<file path="src/rtl/rv32_pkg.sv">
`default_nettype none
// ============================================================================
//  Module      : rv32_pkg
//  Description : Shared RV32 fetch-side types, sizes and default vectors.
//  Revision    : 1.0 - initial release
// ============================================================================
package rv32_pkg;

    localparam int XLEN       = 32;
    localparam int INSN_BYTES = 4;

    localparam logic [XLEN-1:0] DEF_RESET_PC = 32'h0000_0000;
    localparam logic [XLEN-1:0] DEF_TRAP_VEC = 32'h0000_0100;

    typedef enum logic [1:0] {
        ST_RUN   = 2'd0,
        ST_REDIR = 2'd1,
        ST_TRAP  = 2'd2
    } fetch_state_e;

    // JALR clears bit 0 of rs1+imm; branches are PC-relative.
    function automatic logic [XLEN-1:0] redirect_target(
        input logic            jalr,
        input logic [XLEN-1:0] pc,
        input logic [XLEN-1:0] off,
        input logic [XLEN-1:0] jalr_tgt
    );
        if (jalr) begin
            return {jalr_tgt[XLEN-1:1], 1'b0};
        end
        return pc + off;
    endfunction

endpackage
`default_nettype wire

</file>
<file path="src/rtl/sat_counter.sv">
`default_nettype none
// ============================================================================
//  Module      : sat_counter
//  Description : Up-counter that sticks at all-ones instead of wrapping.
//  Revision    : 1.0 - initial release
// ============================================================================
module sat_counter #(
    parameter int CNT_W = 16
) (
    input  logic             clk,
    input  logic             rst_n,
    input  logic             i_inc,
    output logic [CNT_W-1:0] o_count
);

    logic [CNT_W-1:0] cnt_q;
    logic [CNT_W-1:0] cnt_d;

    always_comb begin
        cnt_d = cnt_q;
        if (i_inc && (cnt_q != {CNT_W{1'b1}})) begin
            cnt_d = cnt_q + CNT_W'(1);
        end
    end

    always_ff @(posedge clk) begin
        if (!rst_n) begin
            cnt_q <= '0;
        end else begin
            cnt_q <= cnt_d;
        end
    end

    assign o_count = cnt_q;

endmodule
`default_nettype wire

</file>
<file path="src/rtl/fetch_redirect_ctrl.sv">
`default_nettype none
// ============================================================================
//  Module      : fetch_redirect_ctrl
//  Description : Fetch PC sequencer with imem valid/ready handshake, EX-stage
//                redirect handling, IF/ID flush and misaligned-target trap.
//  Revision    : 1.0 - initial release
// ============================================================================
module fetch_redirect_ctrl
    import rv32_pkg::*;
#(
    parameter logic [31:0] RESET_PC = DEF_RESET_PC,
    parameter logic [31:0] TRAP_VEC = DEF_TRAP_VEC,
    parameter int          CNT_W    = 16
) (
    input  logic             clk,
    input  logic             rst_n,
    input  logic             ex_valid,
    input  logic [31:0]      ex_pc,
    input  logic [31:0]      ex_branch_off,
    input  logic             ex_jalr,
    input  logic [31:0]      ex_jalr_tgt,
    input  logic             stall_in,
    input  logic             imem_req_ready,
    output logic             imem_req_valid,
    output logic [31:0]      imem_req_addr,
    output logic             flush_if,
    output logic             flush_id,
    output logic             misalign_trap,
    output logic [31:0]      trap_tval,
    output logic [CNT_W-1:0] redirect_cnt
);

    fetch_state_e state_q, state_d;
    logic [31:0]  pc_q, pc_d;
    logic         pending_q, pending_d;
    logic         flush_q, flush_d;
    logic         trap_q, trap_d;
    logic [31:0]  tval_q, tval_d;

    logic [31:0]  tgt;
    logic [31:0]  seq_pc;
    logic         redirect;
    logic         misaligned;
    logic         req_valid;
    logic         cnt_inc;

    assign tgt        = redirect_target(ex_jalr, ex_pc, ex_branch_off, ex_jalr_tgt);
    assign seq_pc     = ex_pc + 32'(INSN_BYTES);
    assign redirect   = ex_valid && (tgt != seq_pc);
    assign misaligned = (tgt[1:0] != 2'b00);

    // Stall only gates raising valid; an outstanding request keeps it high.
    assign req_valid  = (state_q == ST_RUN) && (pending_q || !stall_in);

    always_comb begin
        state_d   = ST_RUN;
        pc_d      = pc_q;
        pending_d = pending_q;
        flush_d   = 1'b0;
        trap_d    = 1'b0;
        tval_d    = tval_q;
        cnt_inc   = 1'b0;

        if (redirect) begin
            // Redirect overrides any same-cycle accept and any bubble state.
            flush_d   = 1'b1;
            pending_d = 1'b0;
            if (misaligned) begin
                state_d = ST_TRAP;
                pc_d    = TRAP_VEC;
                trap_d  = 1'b1;
                tval_d  = tgt;
            end else begin
                state_d = ST_REDIR;
                pc_d    = tgt;
                cnt_inc = 1'b1;
            end
        end else begin
            case (state_q)
                ST_RUN: begin
                    if (req_valid && imem_req_ready) begin
                        pc_d      = pc_q + 32'(INSN_BYTES);
                        pending_d = 1'b0;
                    end else if (req_valid) begin
                        pending_d = 1'b1;
                    end
                end
                default: begin
                    pending_d = 1'b0;
                end
            endcase
        end
    end

    always_ff @(posedge clk) begin
        if (!rst_n) begin
            state_q   <= ST_RUN;
            pc_q      <= RESET_PC;
            pending_q <= 1'b0;
            flush_q   <= 1'b0;
            trap_q    <= 1'b0;
            tval_q    <= '0;
        end else begin
            state_q   <= state_d;
            pc_q      <= pc_d;
            pending_q <= pending_d;
            flush_q   <= flush_d;
            trap_q    <= trap_d;
            tval_q    <= tval_d;
        end
    end

    sat_counter #(
        .CNT_W (CNT_W)
    ) u_redirect_cnt (
        .clk     (clk),
        .rst_n   (rst_n),
        .i_inc   (cnt_inc),
        .o_count (redirect_cnt)
    );

    assign imem_req_valid = req_valid;
    assign imem_req_addr  = pc_q;
    assign flush_if       = flush_q;
    assign flush_id       = flush_q;
    assign misalign_trap  = trap_q;
    assign trap_tval      = tval_q;

endmodule
`default_nettype wire
</file>
<file path="config.mk">
export PLATFORM = sky130hd
export DESIGN_NAME = fetch_redirect_ctrl
export DESIGN_NICKNAME = d
export VERILOG_FILES = /design/src/rtl/rv32_pkg.sv /design/src/rtl/sat_counter.sv /design/src/rtl/fetch_redirect_ctrl.sv
export SDC_FILE = /design/constraint.sdc
export NUM_CORES = 1
export LEC_CHECK = 0
export BUFFER_PORTS_ARGS = -buffer_cell sky130_fd_sc_hd__buf_2
export CORE_AREA = 4 4 173 175
export CTS_BUF_LIST = sky130_fd_sc_hd__clkbuf_8
export DETAILED_ROUTE_END_ITERATION = 10
export DIE_AREA = 0 0 177 179
export MAX_ROUTING_LAYER = met4
export PLACE_DENSITY = 0.62
export SLEW_MARGIN = 20
export SYNTH_ARGS = -nofsm -noshare
export SYNTH_HDL_FRONTEND = slang
export SYNTH_HIERARCHICAL = 1
export SYNTH_SLANG_ARGS = --single-unit
export TNS_END_PERCENT = 1
</file>
<file path="constraint.sdc">
create_clock -name clk -period 4.8 [get_ports clk]
set_input_delay 0.24 -clock clk [delete_from_list [all_inputs] [get_ports clk]]
set_output_delay 0.24 -clock clk [all_outputs]
set_load 0.05 [all_outputs]
</file>
==> results of run 1 <==
state kept, by name, indices dropped and copies added, names as in the netlist:
register / count
u_redirect_cnt/o_count: 16
flush_id: 1
state_q: 2
trap_tval: 32
pending_q: 1
imem_req_addr: 32
worst min path at each step:
stage                              start                      to  slack, ns  depth (start not counted)
after floorplan           imem_req_ready  pending_q$_SDFFE_PP0P_       0.32                          1
after global placement    imem_req_ready  pending_q$_SDFFE_PP0P_       0.41                          2
after detailed placement  imem_req_ready  pending_q$_SDFFE_PP0P_       0.42                          2
after CTS                 imem_req_ready  pending_q$_SDFFE_PP0P_       0.03                          2
after global routing      imem_req_ready  pending_q$_SDFFE_PP0P_       0.04                          2
final                     imem_req_ready  pending_q$_SDFFE_PP0P_       0.04                          2
synthesized netlist by cell type, drive strengths merged (5+ instances only):
cell     number
dfxtp        84
a31oi         5
inv          18
nand3b        6
nand4        35
xnor2        63
or2           5
nand3        42
o31ai         9
nand2b        8
xor2         36
o22ai         7
o2111ai       5
or4          11
clkbuf       32
and2         11
nor4         22
buf          33
ha           34
nor2b         6
nor2         74
a211oi       14
nand2       160
o21a          5
o211ai       14
mux2i        36
a21o          7
and3         15
or3          14
a311oi        5
and4         10
a211o         7
a21boi        7
a21oi        84
nor3b         6
o21ai        51
nor3         79
cells by family after synthesis:
group / synth area share [%]
fa+ha+maj: 5.293
buf+inv: 4.609
xor+xnor: 10.93
flops: 19.98
mux: 4.550
simple gates: 32.68
compound gates: 21.96
critical path, stage by stage:
cell and delay [ns]:
sky130_fd_sc_hd__buf_2 0.11, sky130_fd_sc_hd__ha_1 0.22, sky130_fd_sc_hd__fa_1 0.43, sky130_fd_sc_hd__a211oi_2 0.29, sky130_fd_sc_hd__o21ai_2 0.11, sky130_fd_sc_hd__buf_4 0.16
sky130_fd_sc_hd__a32o_1 0.30, sky130_fd_sc_hd__a2111oi_0 0.42, sky130_fd_sc_hd__nor3_1 0.16, sky130_fd_sc_hd__xnor2_1 0.20, sky130_fd_sc_hd__nand4_1 0.11, sky130_fd_sc_hd__or4_4 0.44
sky130_fd_sc_hd__or4_1 0.56, sky130_fd_sc_hd__nand2_2 0.10, sky130_fd_sc_hd__nor2_1 0.12, sky130_fd_sc_hd__and4_1 0.29, sky130_fd_sc_hd__o41ai_1 0.12, sky130_fd_sc_hd__o21ai_0 0.18
sky130_fd_sc_hd__a21oi_1 0.14
power breakdown:
part	switching [uW]	internal [uW]	total, uW
Sequential	39.3	743	783
Combinational	726	417	1140
Clock	287	297	584
Total	1050	1460	2510
layer usage:
| layer | wire [um] | up-vias | share of wire, % | track usage [%] |
|---|---|---|---|---|
| li1 | - | 4675 | - | - |
| met1 | 15950 | 4534 | 47 | 29.73 |
| met2 | 15730 | 355 | 46 | 33.86 |
| met3 | 2192 | 25 | 6.4 | 2.046 |
| met4 | 367 | 0 | 1.1 | 3.063 |
| met5 | 0 | - | 0 | - |
through the flow:
step / instance area [um2] / instances / utilization (%) / power (uW)
after floorplan: 8416 / 1129 / - / 1504
after global placement: 10330 / 1741 / 36.30 / 1922
after detailed placement: 10350 / 1741 / 36.35 / 1928
after CTS: 10570 / 1757 / 37.13 / 2509
after global routing: 10570 / 1757 / 37.13 / 2633
final: 10570 / 1757 / 37.13 / 2509
area by class of cell:
| cell class | count | area, um2 | share of cell area, % |
|---|---|---|---|
| Multi-Input combinational cell | 962 | 6367 | 60.23 |
| Timing Repair Buffer | 293 | 1752 | 16.57 |
| Clock buffer | 9 | 123.9 | 1.172 |
| Inverter | 18 | 67.56 | 0.6391 |
| Clock inverter | 7 | 98.84 | 0.9350 |
| Tap cell | 384 | 480.5 | 4.545 |
| Sequential cell | 84 | 1682 | 15.91 |
==> out/qor.csv, run 1 <==
metric,value,unit
antennaDiodeCount,0,
cts_repair_resize_count,0,
layout.cells.most_common,sky130_fd_sc_hd__buf_2,
fp-row-count,62,
critical_path.reg2reg.endpoint,imem_req_addr[29]$_SDFFE_PN0P_,
cts-root-to-sink-buffers,2,
i_o_pins,186,
fmax,225.1,MHz
gp_congestion,0.9778,
finalHoldWorstSlack,0.04479,ns
synth_edf_count,0,
layout_common_cells,"sky130_fd_sc_hd__buf_2 (184), sky130_fd_sc_hd__nand2_1 (159), sky130_fd_sc_hd__buf_4 (108)",
timing.final.max_slew_violations,0,
clock-root-buffer,sky130_fd_sc_hd__clkbuf_8,
syn_nets,1266,
ff2ff_setup_slack,2.21,ns
globalRouteOverflowTotal,0,
synthCells,1129,
synth.avg_cell_area,7.454,um2
dp.final_hpwl,28320,um
wl_per_cell,19.49,um
core_area,0.02847,mm2
dr.first_iter.drc_count,846,
post_synth_num_cell_types,99,
timing.clock.skew,0.02161,ns
final_setup_tns,0,ns
power.leakage,0.004392,uW
layout_min_cycle_time,4.442,ns
numCtsBuffers,9,
hold_viol,0,
ant_nets,0,
synth.top_cell.area_share,19.98,%
fin_ws,0.3583,ns
worst-slew-pin-transition,1.040,ns
worst_setup_path_startpoint,ex_pc[0],
cts_post_setup_buffers_inserted,0,
timing.final.crit_share,92.54,%
synth.top_cells.by_area,"sky130_fd_sc_hd__dfxtp_1 (20%), sky130_fd_sc_hd__nand2_1 (7.1%), sky130_fd_sc_hd__xnor2_1 (6.5%)",
report.final.setup_viol,0,
fill_cells,3093,
detailedPlace.worstSlack,0.05259,ns
die_h,179,um
crit_fanout,6,
area_delta_synth_final,25.62,%
clock_insertion_delay_worst_skew,0.36,ns
clkSlewWorstSetupHoldPaths,0.09,ns
yosys_top_cell_by_area,sky130_fd_sc_hd__dfxtp_1,
worst_r2r_path_depth,11,
synthesis_stage_register_bit_count,84,
first_global_vias,9052,
r2r-start,imem_req_addr[8]$_SDFFE_PN0P_,
globalRouteTotalUtil,21.14,%
grt_start_max_net_pins,45,
critPathCapture,u_redirect_cnt/o_count[6]$_SDFFE_PN0P_,
arrival,4.72,ns
cp.required,5.08,ns
hold_class,in -> reg,
antenna_found_initial,0,
port-buffer-count,184,
criticalPathCategory,in -> reg,
yosys_warnings,6,
detail_route.first_pass.iterations,6,
drcViolationCount,0,
p_per_area,237.4,mW/mm2
detail_route.wirelength,34240,um
initial_core_util,29.56,%
slew_limit_headroom,30.47,%
grt_pass1_wl,51580,um
cts_hold_buf,0,
design.die.area,0.03168,mm2
detail_route.vias_per_cell,5.458,
finish.net_count,1505,
cts_num_sinks,84,
netlist_area_before_placement,0.008416,mm2
die_w,177,um
drv_cap,0,
detailroute.via_count,9589,
startpoint_type,input pin,
synth.yosys.seq_area_share,19.98,%
htree_levels,3,
critPathCaptureType,flop,
status,finished clean,
grt_setup_unrepaired,false,
dominant_register_cell_in_the_synthesized_netlist,sky130_fd_sc_hd__dfxtp_1,
async_flop_share,0,%
cts_tree,done,
final_layout_size_suffix_gt1_share,26.15,%
max-vdd-ir-drop,0.0001149,V
Power figures use the tool's default switching activity.
==> run 2, diff against run 1 <==
--- a/config.mk
+++ b/config.mk
@@ -6,12 +6,13 @@
 export NUM_CORES = 1
 export LEC_CHECK = 0
 export BUFFER_PORTS_ARGS = -buffer_cell sky130_fd_sc_hd__buf_2
-export CORE_AREA = 4 4 173 175
+export CORE_AREA = 4 4 151 153
 export CTS_BUF_LIST = sky130_fd_sc_hd__clkbuf_8
 export DETAILED_ROUTE_END_ITERATION = 10
-export DIE_AREA = 0 0 177 179
+export DIE_AREA = 0 0 155 157
 export MAX_ROUTING_LAYER = met4
-export PLACE_DENSITY = 0.62
+export PLACE_DENSITY = 0.74
+export REMOVE_ABC_BUFFERS = 1
 export SLEW_MARGIN = 20
 export SYNTH_ARGS = -nofsm -noshare
 export SYNTH_HDL_FRONTEND = slang
==> out/qor.csv, run 2 (same netlist as run 1, synthesis figures left out) <==
metric,value,unit,change
die_w,155,um,was 177 um
die_h,157,um,was 179 um
finalHoldWorstSlack,0.03935,ns,was 0.04479 ns
area_delta_synth_final,21.11,%,was 25.62%
cpLargestDelayFamily,simple AND/OR/NAND/NOR gates,,unchanged
finalCoreUtilization,47.29,%,was 37.13%
globalRouteOverflowTotal,0,,unchanged
startpoint_type,input pin,,unchanged
crit_chain,buf_2 > ha_1 > fa_1 > a211oi_2 > o21ai_2 > a32o_1 > and4_1 > nor3_1 > xnor2_1 > nand4_1 > or4_4 > or4_1 > nand2_2 > nor2_1 > and4_1 > o41ai_1 > or3_1 > a21oi_1,,was buf_2 > ha_1 > fa_1 > a211oi_2 > o21ai_2 > buf_4 > a32o_1 > a2111oi_0 > nor3_1 > xnor2_1 > nand4_1 > or4_4 > or4_1 > nand2_2 > nor2_1 > and4_1 > o41ai_1 > o21ai_0 > a21oi_1
cts_post_setup_buffers_inserted,0,,unchanged
port-buffer-count,184,,unchanged
timing.final.crit_share,92.79,%,was 92.54%
dp.final_hpwl,26020,um,was 28320 um
clock-root-buffer,sky130_fd_sc_hd__clkbuf_8,,unchanged
ff2ff_setup_slack,2.06,ns,was 2.21 ns
clock_insertion_delay_worst_skew,0.38,ns,was 0.36 ns
ant_nets,0,,unchanged
first_global_vias,8916,,was 9052
dr.first_iter.drc_count,945,,was 846
p_per_area,235.8,mW/mm2,was 237.4 mW/mm2
drv_cap,0,,unchanged
wl_per_cell,19.65,um,was 19.49 um
hold_class,in -> reg,,unchanged
cts_num_sinks,84,,unchanged
criticalPathCategory,in -> reg,,unchanged
detail_route.first_pass.iterations,5,,was 6
worst-path-buf-inv,1,,was 2
timing.final.max_slew_violations,0,,unchanged
final_setup_tns,0,ns,unchanged
timing.clock.skew,0.01932,ns,was 0.02161 ns
numCtsBuffers,9,,unchanged
gp_congestion,1.016,,was 0.9778
final_layout_size_suffix_gt1_share,24.50,%,was 26.15%
critPathCaptureType,flop,,unchanged
fill_cells,2175,,was 3093
initial_core_util,39.05,%,was 29.56%
max-vdd-ir-drop,0.0001159,V,was 0.0001149 V
slew_limit_headroom,29.85,%,was 30.47%
drcViolationCount,0,,unchanged
timing.critical_path.slowest_stage_cell,sky130_fd_sc_hd__nor3_1,,was sky130_fd_sc_hd__or4_1
detail_route.vias_per_cell,5.967,,was 5.458
design.die.area,0.02434,mm2,was 0.03168 mm2
finish.net_count,1475,,was 1505
core_area,0.02155,mm2,was 0.02847 mm2
clkSlewWorstSetupHoldPaths,0.09,ns,about the same
layout.cells.most_common,sky130_fd_sc_hd__buf_2,,unchanged
grt_start_max_net_pins,40,,was 45
detail_route.wirelength,31890,um,was 34240 um
grt_setup_unrepaired,false,,unchanged
cp.required,5.04,ns,was 5.08 ns
cts_tree,done,,unchanged
crit_fanout,4,,was 6
htree_levels,3,,unchanged
timing.critical_path.mode_cell,sky130_fd_sc_hd__and4_1,,
globalRouteTotalUtil,25.81,%,was 21.14%
non_filler_cell_area_final,0.01019,mm2,was 0.01057 mm2
layout_min_cycle_time,4.454,ns,was 4.442 ns
detailroute.via_count,9684,,was 9589
placement.cell_area,0.009988,mm2,was 0.01035 mm2
final-seq-area,0.001682,mm2,unchanged
worst-slew-pin-transition,1.050,ns,was 1.040 ns
cts-root-to-sink-buffers,2,,unchanged
i_o_pins,186,,unchanged
fmax,224.5,MHz,was 225.1 MHz
antennaDiodeCount,0,,unchanged
cts_hold_buf,0,,unchanged
status,finished clean,,unchanged
hold_viol,0,,unchanged
cts_repair_resize_count,0,,unchanged
layout_common_cells,"sky130_fd_sc_hd__buf_2 (184), sky130_fd_sc_hd__nand2_1 (159), sky130_fd_sc_hd__dfxtp_1 (84)",,"was sky130_fd_sc_hd__buf_2 (184), sky130_fd_sc_hd__nand2_1 (159), sky130_fd_sc_hd__buf_4 (108)"
power.leakage,0.004240,uW,was 0.004392 uW
slowest_delay,0.56,ns,about the same
fp-row-count,54,,was 62
grt_pass1_wl,48880,um,was 51580 um
multi_input_comb_area,0.006362,mm2,was 0.006367 mm2
antenna_found_initial,0,,unchanged
report.final.setup_viol,0,,unchanged
arrival,4.70,ns,was 4.72 ns
run 2: through the flow:
stage               setup slack [ns]  total power (uW)  std cells
global route                  0.1671              2522       1623
detailed placement           0.08422              1875       1607
finish                        0.3460              2404       1623
floorplan                   -0.08243              1478       1064
CTS                           0.4781              2396       1623
global placement              0.1450              1865       1607
run 2: layout make-up:
| cell class | instances | share of cell area [%] |
|---|---|---|
| multi-input cells | 962 | 62.42 |
| clock buffers | 9 | 1.215 |
| flip-flops and latches | 84 | 16.50 |
| clock inverters | 7 | 0.7857 |
| repair buffers | 263 | 14.98 |
| inverters | 18 | 0.6629 |
| well taps | 280 | 3.437 |
run 2: final timing paths:
check / start / cells after the start / to
max: ex_pc[0] / 18 / u_redirect_cnt/o_count[6]$_SDFFE_PN0P_
min: imem_req_ready / 2 / pending_q$_SDFFE_PP0P_
max reg2reg: imem_req_addr[8]$_SDFFE_PN0P_ / 11 / imem_req_addr[29]$_SDFFE_PN0P_
min reg2reg: imem_req_addr[0]$_SDFFE_PN0P_ / 1 / imem_req_addr[0]$_SDFFE_PN0P_
run 2: routing by layer:
| metal | vias to the layer above | share of wire [%] | track usage, % |
|---|---|---|---|
| met5 | - | 0 | - |
| met4 | 0 | 3.2 | 8.579 |
| met3 | 72 | 7.9 | 3.959 |
| li1 | 4600 | - | - |
| met2 | 480 | 46 | 41.25 |
| met1 | 4532 | 43 | 33.48 |
run 2: worst register-to-register path, delay by kind of cell, from the launching register on:
kind             cells  cell delay, ns
AND/OR/NAND/NOR      9            1.93
flip-flops           1            0.43
XOR/XNOR             1            0.17
multiplexers         1            0.14
run 2: where the power goes:
group	internal (uW)	switching, uW
clock network	208	314
logic	388	713
registers	743	37.3
